===== src/rtl/imem_loader_arbiter_pkg.sv =====
// Shared types and constants for the instruction-memory loader.
package mips_pkg;

  typedef enum logic [2:0] {
    ST_IDLE,
    ST_RECV,
    ST_WRITE,
    ST_RUN,
    ST_OVERFLOW
  } loader_state_t;

  localparam logic [31:0] HALT_WORD      = 32'hFFFF_FFFF;
  localparam int          BYTES_PER_WORD = 4;
  localparam int          WORD_STRIDE    = 4;

endpackage


===== src/rtl/imem_loader_arbiter_byte_word_assembler.sv =====
// Packs a byte stream into words, first byte ending up in the MSB.
module byte_word_assembler
  import mips_pkg::*;
#(
  parameter int W = 32
) (
  input  logic         i_clk,
  input  logic         i_reset,
  input  logic         i_clear,
  input  logic         i_enable,
  input  logic         i_rx_valid,
  input  logic [7:0]   i_rx_data,
  output logic         o_word_ready,
  output logic [W-1:0] o_word
);

  logic [W-1:0] shreg;
  logic [1:0]   byte_cnt;
  logic         take;

  // A clear in the same cycle as a strobe discards that byte.
  assign take         = i_enable && i_rx_valid && !i_clear;
  assign o_word_ready = take && (byte_cnt == 2'(BYTES_PER_WORD - 1));
  assign o_word       = {shreg[W-9:0], i_rx_data};

  // Shift register and byte counter; counter wraps to 0 on the last byte.
  always_ff @(posedge i_clk or negedge i_reset) begin
    if (!i_reset) begin
      shreg    <= '0;
      byte_cnt <= '0;
    end else if (i_clear) begin
      shreg    <= '0;
      byte_cnt <= '0;
    end else if (take) begin
      shreg    <= o_word;
      byte_cnt <= o_word_ready ? 2'd0 : byte_cnt + 2'd1;
    end
  end

endmodule


===== src/rtl/imem_loader_arbiter.sv =====
// Loads program memory from a byte stream, then hands the port to fetch.
//
// state       | meaning
// ------------+--------------------------------------------------
// ST_IDLE     | after reset; CPU off, port follows i_PC
// ST_RECV     | assembling bytes into the next word
// ST_WRITE    | one-cycle write of the assembled word
// ST_RUN      | HALT stored; CPU enabled, port follows i_PC
// ST_OVERFLOW | load ran past memory end; sticky error
module imem_loader_arbiter
  import mips_pkg::*;
#(
  parameter int               NBITS     = 32,
  parameter int               CELDAS    = 64,
  parameter logic [NBITS-1:0] HALT_WORD = mips_pkg::HALT_WORD
) (
  input  logic                      i_clk,
  input  logic                      i_reset,
  input  logic [7:0]                i_rx_data,
  input  logic                      i_rx_valid,
  input  logic                      i_start_load,
  input  logic [NBITS-1:0]          i_PC,
  output logic [NBITS-1:0]          o_mem_addr,
  output logic [NBITS-1:0]          o_mem_wdata,
  output logic                      o_mem_we,
  output logic                      o_cpu_enable,
  output logic                      o_load_done,
  output logic                      o_error,
  output logic [$clog2(CELDAS):0]   o_word_count
);

  localparam int CW = $clog2(CELDAS) + 1;

  loader_state_t    state, state_nxt;
  logic [NBITS-1:0] load_addr;
  logic [NBITS-1:0] next_addr;
  logic [NBITS-1:0] asm_word;
  logic             word_ready;
  logic             rx_enable;
  logic             is_halt;

  assign rx_enable = (state == ST_RECV) || (state == ST_WRITE);
  assign next_addr = load_addr + NBITS'(WORD_STRIDE);
  assign is_halt   = (o_mem_wdata == HALT_WORD);

  byte_word_assembler #(.W(NBITS)) u_asm (
    .i_clk        (i_clk),
    .i_reset      (i_reset),
    .i_clear      (i_start_load),
    .i_enable     (rx_enable),
    .i_rx_valid   (i_rx_valid),
    .i_rx_data    (i_rx_data),
    .o_word_ready (word_ready),
    .o_word       (asm_word)
  );

  // State register.
  always_ff @(posedge i_clk or negedge i_reset) begin
    if (!i_reset) state <= ST_IDLE;
    else          state <= state_nxt;
  end

  // Next state and state-decoded port outputs; start pulse overrides all.
  always_comb begin
    state_nxt    = state;
    o_mem_we     = 1'b0;
    o_mem_addr   = i_PC;
    o_cpu_enable = 1'b0;
    o_error      = 1'b0;
    case (state)
      ST_RECV: if (word_ready) state_nxt = ST_WRITE;
      ST_WRITE: begin
        o_mem_we   = 1'b1;
        o_mem_addr = load_addr;
        if (is_halt)                          state_nxt = ST_RUN;
        else if (next_addr >= NBITS'(CELDAS)) state_nxt = ST_OVERFLOW;
        else                                  state_nxt = ST_RECV;
      end
      ST_RUN:      o_cpu_enable = 1'b1;
      ST_OVERFLOW: o_error      = 1'b1;
      default:     ;
    endcase
    if (i_start_load) state_nxt = ST_RECV;
  end

  // Load address, word count, write data and done pulse.
  always_ff @(posedge i_clk or negedge i_reset) begin
    if (!i_reset) begin
      load_addr    <= '0;
      o_word_count <= '0;
      o_mem_wdata  <= '0;
      o_load_done  <= 1'b0;
    end else begin
      o_load_done <= (state == ST_WRITE) && is_halt && !i_start_load;
      if (word_ready) o_mem_wdata <= asm_word;
      if (i_start_load) begin
        load_addr    <= '0;
        o_word_count <= '0;
      end else if (state == ST_WRITE) begin
        o_word_count <= o_word_count + CW'(1);
        if (!is_halt) load_addr <= next_addr;
      end
    end
  end

endmodule


===== config.mk =====
export PLATFORM = sky130hd
export DESIGN_NAME = imem_loader_arbiter
export DESIGN_NICKNAME = d
export VERILOG_FILES = /design/src/rtl/imem_loader_arbiter_pkg.sv /design/src/rtl/imem_loader_arbiter_byte_word_assembler.sv /design/src/rtl/imem_loader_arbiter.sv
export SDC_FILE = /design/constraint.sdc
export NUM_CORES = 1
export LEC_CHECK = 0
export CORE_MARGIN = 5
export CORE_UTILIZATION = 54
export DETAILED_ROUTE_END_ITERATION = 7
export PLACE_DENSITY = 0.88
export SLEW_MARGIN = 20
export SYNTH_ARGS = -nofsm -noshare
export SYNTH_HDL_FRONTEND = slang
export SYNTH_SLANG_ARGS = --single-unit

===== constraint.sdc =====
create_clock -name i_clk -period 4.2 [get_ports i_clk]
set_input_delay 0.42 -clock i_clk [delete_from_list [all_inputs] [get_ports i_clk]]
set_output_delay 0.42 -clock i_clk [all_outputs]
set_load 0.02 [all_outputs]

**Yosys cells after proc, flatten, opt, wreduce, memory -nomap -nowiden**

Index checks and enable logic that the tools add are counted.
Widths: inputs -> output; s select.

- Register bits after elaboration: 101
- Logic and storage cells: 50
- Output and inout bits: 75
- Input bits: 44

- Order comparisons: 1
- Add/sub/neg operators: 3
- Equal/unequal tests: 8
- Reduce and logical (&&, ||, !) cells: 12
- Mux-type cells: 19

Operators by type and width:

| cell | number |
|---|---|
| $mux 32 | 4 |
| $mux 24 | 2 |
| $add 32x3->32 const B | 1 |
| $eq 32x32->1 const B | 1 |
| $ge 32x7->1 const B | 1 |
| $mux 7 | 2 |
| $mux 3 | 4 |
| $add 7x1->7 const B | 1 |
| $eq 3x2->1 const B | 2 |
| $mux 2 | 3 |
| $pmux 3 s2 | 1 |
| $logic_and 1x1->1 | 5 |
| $reduce_and 2->1 | 2 |
| $reduce_bool 2->1 | 2 |
| $eq 3x1->1 const B | 1 |
| $eq 3x3->1 const B | 1 |
| $mux 1 | 3 |
| $ne 3x2->1 const B | 1 |
| $reduce_bool 3->1 | 1 |
| $add 2x1->2 const B | 1 |
| $eq 2x2->1 const B | 1 |
| $ne 2x2->1 const B | 1 |
| $logic_not 1->1 | 1 |
| $logic_or 1x1->1 | 1 |

**Logic depth before layout (Yosys ltp)**

Gate-level depths: netlist (run 1).

- Depth after elaboration: 8
- Depth in mapped cells: 9
- Gate-level depth less buffers: 8

**Cells and area by module**

A second synthesis (run 1) with hierarchy kept.

- Cells, all modules: 508
- Area total of the unflattened synthesis: 5469.0 sq um

Modules (own cells, without submodules):

| module | area each (sq um) | cells an instance | times used | seq. area each (sq um) |
|---|---|---|---|---|
| imem_loader_arbiter | 4214.0 | 401 | 1 | 1826.8 |
| byte_word_assembler | 1255.0 | 107 | 1 | 650.6 |

**Least setup slack after synthesis (run 1)**

No wires, ideal clock.

- Path kind: register -> register
- From: register load_addr[2]
- To: register state[2]
- Stages on the path, launching flop included: 9
- Setup slack: 1.942 ns
- Buffers on the path: 0
- Arrival: 2.137 ns
- Data required time: 4.079 ns
- Library setup time: 0.121 ns
- Clock period less this slack: 2.258 ns
- Cells stage by stage: dfrtp_1 ha_1 nand3_4 or4_1 nor2_1 xor2_1 nor4_1 nand4_1 a22o_1

- Word-level cells in the longest chain between the ends: 6

RTL lines:

| element | RTL line | source |
|---|---|---|
| start, declared | imem_loader_arbiter.sv:35 | `logic [NBITS-1:0] load_addr;` |
| start signal, assigned | imem_loader_arbiter.sv:101 | `if (!is_halt) load_addr <= next_addr;` |
| $add 32x3->32 | imem_loader_arbiter.sv:43 | `assign next_addr = load_addr + NBITS'(WORD_STRIDE);` |
| $ge 32x7->1 | imem_loader_arbiter.sv:76 | `else if (next_addr >= NBITS'(CELDAS)) state_nxt = ST_OVERFLOW;` |
| $mux 3 | imem_loader_arbiter.sv:76 |  |
| $mux 3 | imem_loader_arbiter.sv:75 | `if (is_halt) state_nxt = ST_RUN;` |
| $pmux 3 s2 | imem_loader_arbiter.sv:70 | `case (state)` |
| $mux 3 | imem_loader_arbiter.sv:83 | `if (i_start_load) state_nxt = ST_RECV;` |
| end signal, assigned | imem_loader_arbiter.sv:60 | `else state <= state_nxt;` |
| end, declared | imem_loader_arbiter.sv:34 | `loader_state_t state, state_nxt;` |

Every way passes these cells.
A chain may end at the register's enable or synchronous reset.

**Worst setup path after layout (run 1)**

- From: register state[0]
- To: output o_mem_addr[30]

- Word-level cells in the longest chain between the ends: 2

RTL lines:

| element | RTL line | source |
|---|---|---|
| $eq 3x2->1 | imem_loader_arbiter.sv:70 |  |
| $mux 32 | imem_loader_arbiter.sv:70 |  |
| end, declared | imem_loader_arbiter.sv:23 | `output logic [NBITS-1:0] o_mem_addr,` |

Every way passes these cells.

==> results of run 1 <==
==> layer usage <==
layer	global-route usage, %	share of wire [%]
met2	39.6	50
met1	29.9	40
met5	0	0
met3	5.40	7.1
met4	7.75	2.1
==> state kept, by name, summed over array words and instances (netlist names) <==
name,cells
load_addr,30
o_load_done,1
o_mem_wdata,32
o_word_count,7
state,3
u_asm.byte_cnt,2
u_asm.shreg,24
==> power groups by stage <==
stage          sequential, mW  combinational (mW)  clock, mW
2_1_floorplan            1.05              0.0951          0
3_3_place_gp             1.03               0.265          0
3_5_place_dp             1.03               0.271          0
4_1_cts                  1.01               0.273      0.610
5_1_grt                  1.02               0.292      0.658
6_report                 1.02               0.269      0.607
==> synthesized netlist by cell type (2+ instances only) <==
| cell type | n |
|---|---|
| a211oi_1 | 2 |
| and4_1 | 5 |
| nand2_1 | 260 |
| and3_1 | 9 |
| nand2b_1 | 2 |
| clkbuf_1 | 25 |
| nor2_1 | 51 |
| nor4b_1 | 2 |
| and2_1 | 4 |
| inv_1 | 3 |
| nand3_1 | 17 |
| nor4_2 | 3 |
| ha_1 | 3 |
| buf_2 | 7 |
| a21oi_1 | 37 |
| nand4_1 | 21 |
| nand4_4 | 2 |
| dfrtp_1 | 99 |
| mux2i_1 | 2 |
| xnor2_1 | 21 |
| nor3_1 | 10 |
| a31oi_1 | 2 |
| xor2_1 | 15 |
| or3_1 | 6 |
| or4_1 | 3 |
| buf_1 | 6 |
| nor4_1 | 6 |
| o21ai_0 | 6 |
==> area by class of cell <==
| class | count | share of cell area (%) |
|---|---|---|
| clock buffers | 9 | 1.88 |
| clock inverters | 7 | 0.988 |
| inverters | 4 | 0.228 |
| multi-input cells | 505 | 38.3 |
| flip-flops and latches | 99 | 37.6 |
| well taps | 129 | 2.45 |
| repair buffers | 124 | 18.5 |
==> logic make-up (layout without fill, tap and decap cells) <==
kind of cell	after synthesis	in the layout	share of synthesized area, %
mux	2	2	0.387
flops	99	99	47.9
simple gates	406	406	35.1
compound gates	58	58	6.48
fa+ha+maj	3	3	0.726
xor+xnor	36	36	6.10
buf+inv	43	144	3.31
==> stage by stage <==
stage                     power [mW]  area (sq um)
final                           1.89          6580
after global routing            1.97          6580
after CTS                       1.90          6580
after detailed placement        1.30          6390
after global placement          1.30          6390
after floorplan                 1.15          5170
==> worst paths after layout <==
| path | from | endpoint | slack (ps) | cells past startpoint |
|---|---|---|---|---|
| worst max-delay path | state[0]$_DFFE_PN0P_ | o_mem_addr[30] | 1060 | 6 |
| worst min-delay path | i_reset | load_addr[27]$_DFFE_PN0P_ | 160 | 1 |
| worst max register to register | load_addr[2]$_DFFE_PN0P_ | state[2]$_DFFE_PN0P_ | 1480 | 8 |
| worst min register to register | u_asm.shreg[20]$_DFFE_PN0P_ | o_mem_wdata[28]$_DFFE_PN0P_ | 490 | 2 |
| max in group asynchronous | i_reset | o_mem_wdata[30]$_DFFE_PN0P_ | 3140 | 2 |
| min in group i_clk | i_start_load | state[0]$_DFFE_PN0P_ | 310 | 3 |
==> critical path, delay by kind of cell, from the launching register on <==
| family | cells | cell delay, ps |
|---|---|---|
| simple gates | 4 | 560 |
| buf+inv | 2 | 1300 |
| flops | 1 | 470 |
==> run metrics, run 1 <==
hold buffers post-CTS 0; Die Ht ~110 um; router iterations before antenna repair 4; vias in the first global route roughly 4.6k; Switching Share between 20 and 30%; initial antenna violation count 0; YS warnings 0; Remaining DRCs 0; clk sink count just under 100; sequential area share after synthesis 47.9%; cells after synthesis approximately 650; minimum setup slack in the final design about 1100 ps; HP Class in2async; ant diodes 0; Synth area leaders dfrtp_1, nand2_1, nor2_1, a21oi_1, xnor2_1; cts bufs inserted 9; post-DR wirelength/cell 15.5 um; P_leak slightly below 3 nW; H-tree depth 3; crit path DAT between 2000 and 3000 ps; final std cells w/o fill between 800 and 900; synthesis-stage register bit count 99; Slew headroom between 30% and 40%; Cell Pwr Density around 290 nW/um^2; Boundary Pins around 120; worst clock skew 21.6 ps; peak supply drop 0.228 mV; Crit path largest cell delay around 750 ps; via count 4826; first-pass GRT wire length 22200 um; share of layout cells above drive strength 1 roughly 4.4%; largest net degree at the start of global routing between 70 and 80; most frequent cells in the layout nand2_1, clkdlybuf4s50_1, dfrtp_1; Iteration-0 DRC Markers a little under 400; Post-Place Worst Slack between 1000 and 1500 ps; max cap viols 0; commonest non-fill, non-tap cell in the layout nand2_1; status finished, final reports clean; Worst-path clk slew about 110 ps; Slew Viols, Final 0; global placement routability congestion 0.893; core area 9280 sq um; Post-CTS Setup Inserts 0; CP Class reg2out; Main synth FF type dfrtp_1; Syn Nets between 600 and 700; die area roughly 12000 sq um; RSZ-0062 raised after global routing false; Unique masters post-synth 46; sequential share of power between 50% and 60%; initial core utilization between 50% and 60%; area of the multi-input gates 2520 sq um; CP required roughly 3800 ps; register area around 2500 sq um; area leader, netlist dfrtp_1; clk buf depth 2; fmax approximately 0.32 GHz; Post-Synthesis Cell Area between 5000 and 6000 sq um; CTS resizes 0; drt via density ~5.5; row cnt 35; HPWL after DPL roughly 9500 um; Fin Setup TNS 0 ps; CP endpoint kind output pin; Logic pwr share ~14%; Async S/R FF share, synth between 90% and 100%; PortBufs 118; grt ovf 0; CP most frequent cell nand2_1; CP startpoint kind flip-flop; # setup viols final 0; Worst path slowest cell clkinv_1; crit-path max FO 35; Hold Violations, Final 0; Slew @ Worst Pin approximately 1000 ps; All-Layer GR Usage a little under a quarter; Fillers 731; Nets 790; NetSw around 0.55 mW; Clock Latency Late Sink 380 ps; final wirelength approximately 14000 um; post-synth top area share 47.9%; Die W roughly 110 um; Final Cycle Share roughly 75%; post-route ant nets 0; syn avg cell area 7.99 sq um; Internal Power about 1.3 mW; number of synthesized flops with an enable pin 0; crit path time final between 3000 and 4000 ps; Util after Layout between 70 and 80%; Clk pwr share between 30% and 40%; Fin Hold WS between 150 and 200 ps; Layout area overhead 27.3%; Placed Instances about 860; crit-path cells nor2_1 > nand2_1 > clkinv_1 > nand2_1 > nand2_1 > clkdlybuf4s50_1; CTS root buf clkbuf_8; TritonCTS clock tree built
(Power assumes the default switching activity.)
==> run 2, diff against run 1 <==
--- a/config.mk
+++ b/config.mk
@@ -6,9 +6,9 @@
 export NUM_CORES = 1
 export LEC_CHECK = 0
 export CORE_MARGIN = 5
-export CORE_UTILIZATION = 54
+export CORE_UTILIZATION = 51
 export DETAILED_ROUTE_END_ITERATION = 7
-export PLACE_DENSITY = 0.88
+export PLACE_DENSITY = 0.84
 export SLEW_MARGIN = 20
 export SYNTH_ARGS = -nofsm -noshare
 export SYNTH_HDL_FRONTEND = slang
==> constraint.sdc (replaced) <==
create_clock -name i_clk -period 3 [get_ports i_clk]
set_input_delay 0.3 -clock i_clk [delete_from_list [all_inputs] [get_ports i_clk]]
set_output_delay 0.3 -clock i_clk [all_outputs]
set_load 0.02 [all_outputs]
==> run metrics, run 2 (same netlist as run 1, synthesis figures left out) <==
via count 4834 (was 4826); Crit path depth 8 (was 6); Boundary Pins 119 (unchanged); max reg flops 32 (unchanged); share of layout cells above drive strength 1 5.05% (was 4.41%); Final Cycle Share ~90%; initial core utilization 52.7% (was 55.7%); Iteration-0 DRC Markers 333 (was 388); FF-to-FF path depth 8 (unchanged); Fin Setup TNS 0 ps (unchanged); Remaining DRCs 0 (unchanged); Clk pwr share 33.8% (was 32.1%); Cell Pwr Density 409 nW/um^2 (was 287 nW/um^2); final wirelength 13700 um (was 13600 um); Logic pwr share 14.0% (was 14.2%); Slew headroom 54.7% (was 34.7%); crit path time final ~2700 ps; R2R setup slack 290 ps (was 1480 ps); vias in the first global route 4815 (was 4567); Crit path largest cell delay 680 ps (was 750 ps); CP delay by family, top simple AND/OR/NAND/NOR gates (was buffers and inverters); clk buf depth 2 (unchanged); initial antenna violation count 0 (unchanged); RR Startpoint load_addr[2]$_DFFE_PN0P_ (unchanged); post-route ant nets 0 (unchanged); core area 9820 sq um (was 9280 sq um); commonest non-fill, non-tap cell in the layout nand2_1 (unchanged); biggest regs o_mem_wdata: 32 flops, load_addr: 30 flops, u_asm.shreg: 24 flops (unchanged); peak supply drop 0.315 mV (was 0.228 mV); Placed Instances 869 (was 861); WP buf/inv 0 (was 2); Layout area overhead 29.0% (was 27.3%); NetSw 0.761 mW (was 0.550 mW); PortBufs 118 (unchanged); H-tree depth 3 (unchanged); Slew @ Worst Pin 679 ps (was 974 ps); Most flops, register o_mem_wdata (unchanged); fmax between 0.3 and 0.4 GHz; CP Class reg2reg (was reg2out); crit path DAT 2980 ps (was 2720 ps); minimum setup slack in the final design 288 ps (was 1060 ps); P_leak 3.00 nW (was 2.96 nW); cts bufs inserted 9 (unchanged); Worst path slowest cell or4_1 (was clkinv_1); Crit. Startpoint load_addr[2]$_DFFE_PN0P_ (was state[0]$_DFFE_PN0P_); TritonCTS clock tree built (unchanged); FF-to-FF End state[2]$_DFFE_PN0P_ (unchanged); row cnt 36 (was 35); Post-CTS Setup Inserts 0 (unchanged); die area 12300 sq um (was 11600 sq um); crit path capture state[2]$_DFFE_PN0P_ (was o_mem_addr[30]); clk sink count 99 (unchanged); ant diodes 0 (unchanged); largest net degree at the start of global routing 100 (was 72); max cap viols 0 (unchanged); CP startpoint kind flip-flop (unchanged); sequential share of power 52.1% (was 53.7%); worst clock skew 20.0 ps (was 21.6 ps); Die Ht 111 um (was 108 um); RSZ-0062 raised after global routing false (unchanged); Clock Latency Late Sink 370 ps (was 380 ps); most frequent cells in the layout nand2_1, clkdlybuf4s50_1, dfrtp_1 (unchanged); drt via density 5.46 (was 5.50); Fin Hold WS 192 ps (was 158 ps); grt ovf 0 (unchanged); Internal Power 1.96 mW (was 1.34 mW); Post-Place Worst Slack 364 ps (was 1460 ps); router iterations before antenna repair 5 (was 4); Die W 111 um (was 108 um); All-Layer GR Usage 23.1% (was 23.5%); first-pass GRT wire length 23900 um (was 22200 um); Slew Viols, Final 0 (unchanged); CP required 3270 ps (was 3780 ps); HP Class in2reg (was in2async); final std cells w/o fill 886 (was 877); Switching Share 27.9% (was 29.1%); crit-path max FO 9 (was 35); Hold Violations, Final 0 (unchanged); post-DR wirelength/cell 15.5 um (about the same); Worst-path clk slew 110 ps (about the same); crit-path cells ha_1 > nand3_4 > or4_1 > nor2_1 > xor2_1 > nor4_1 > nand4_1 > a22o_1 (was nor2_1 > nand2_1 > clkinv_1 > nand2_1 > nand2_1 > clkdlybuf4s50_1); Nets 795 (was 790); status finished, final reports clean (unchanged); CP endpoint kind flip-flop (was output pin); # setup viols final 0 (unchanged); HPWL after DPL 9480 um (was 9470 um); CTS root buf clkbuf_8 (unchanged); global placement routability congestion 0.896 (was 0.893)
-- run 2: worst min-delay path by stage --
stage | startpoint | end | slack [ps] | cells after the start
2_1_floorplan | i_reset | load_addr[10]$_DFFE_PN0P_ | 4 | 0
3_3_place_gp | i_reset | load_addr[30]$_DFFE_PN0P_ | 390 | 2
3_5_place_dp | i_reset | load_addr[26]$_DFFE_PN0P_ | 400 | 2
4_1_cts | i_start_load | state[0]$_DFFE_PN0P_ | 180 | 3
5_1_grt | i_start_load | state[0]$_DFFE_PN0P_ | 200 | 3
6_report | i_start_load | state[0]$_DFFE_PN0P_ | 190 | 3
-- run 2: worst reg2reg max path, stage by stage, from the launching register on --
cell and delay, ps:
dfrtp_1 470, ha_1 300, nand3_4 160, or4_1 680, nor2_1 170, xor2_1 90, nor4_1 310, nand4_1 200
a22o_1 210
-- run 2: routing by layer --
| layer | global-route usage, % | vias up | share of wire (%) | wire [um] |
|---|---|---|---|---|
| met5 | 0 | - | 0 | 0 |
| met4 | 8.13 | 0 | 2.1 | 288 |
| li1 | - | 2333 | - | - |
| met1 | 29.6 | 2305 | 42 | 5810 |
| met2 | 38.6 | 172 | 49 | 6750 |
| met3 | 5.02 | 24 | 6.4 | 883 |
-- run 2: repair_timing --
| action | 4_1_cts | 5_1_grt |
|---|---|---|
| hold buffers | 1 | 0 |
| setup endpoints to repair | 19 | 0 |
| endpoints found under the hold margin | 54 | 0 |
| gates resized for setup | 1 | 0 |
-- run 2: stage by stage --
step	total power, mW	area, sq um	util [%]
3_5_place_dp	1.83	6440	65.6
5_1_grt	2.84	6670	67.9
6_report	2.73	6670	67.9
4_1_cts	2.75	6670	67.9
3_3_place_gp	1.82	6440	65.6
2_1_floorplan	1.61	5170	-
-- run 2: layout make-up --
cell class                      instances  area (sq um)
Timing Repair Buffer                  129          1270
Inverter                                4          16.3
Clock buffer                            9           124
Sequential cell                        99          2480
Fill cell                             829          3150
Multi-Input combinational cell        505          2520
Clock inverter                          7          92.6
Tap cell                              133           166
-- run 2: power by group through the flow --
stage,logic (mW),registers [mW],clock network (mW)
global placement,0.376,1.44,0
detailed placement,0.384,1.45,0
CTS,0.388,1.42,0.936
floorplan,0.133,1.47,0
finish,0.382,1.42,0.922
global route,0.420,1.43,0.989
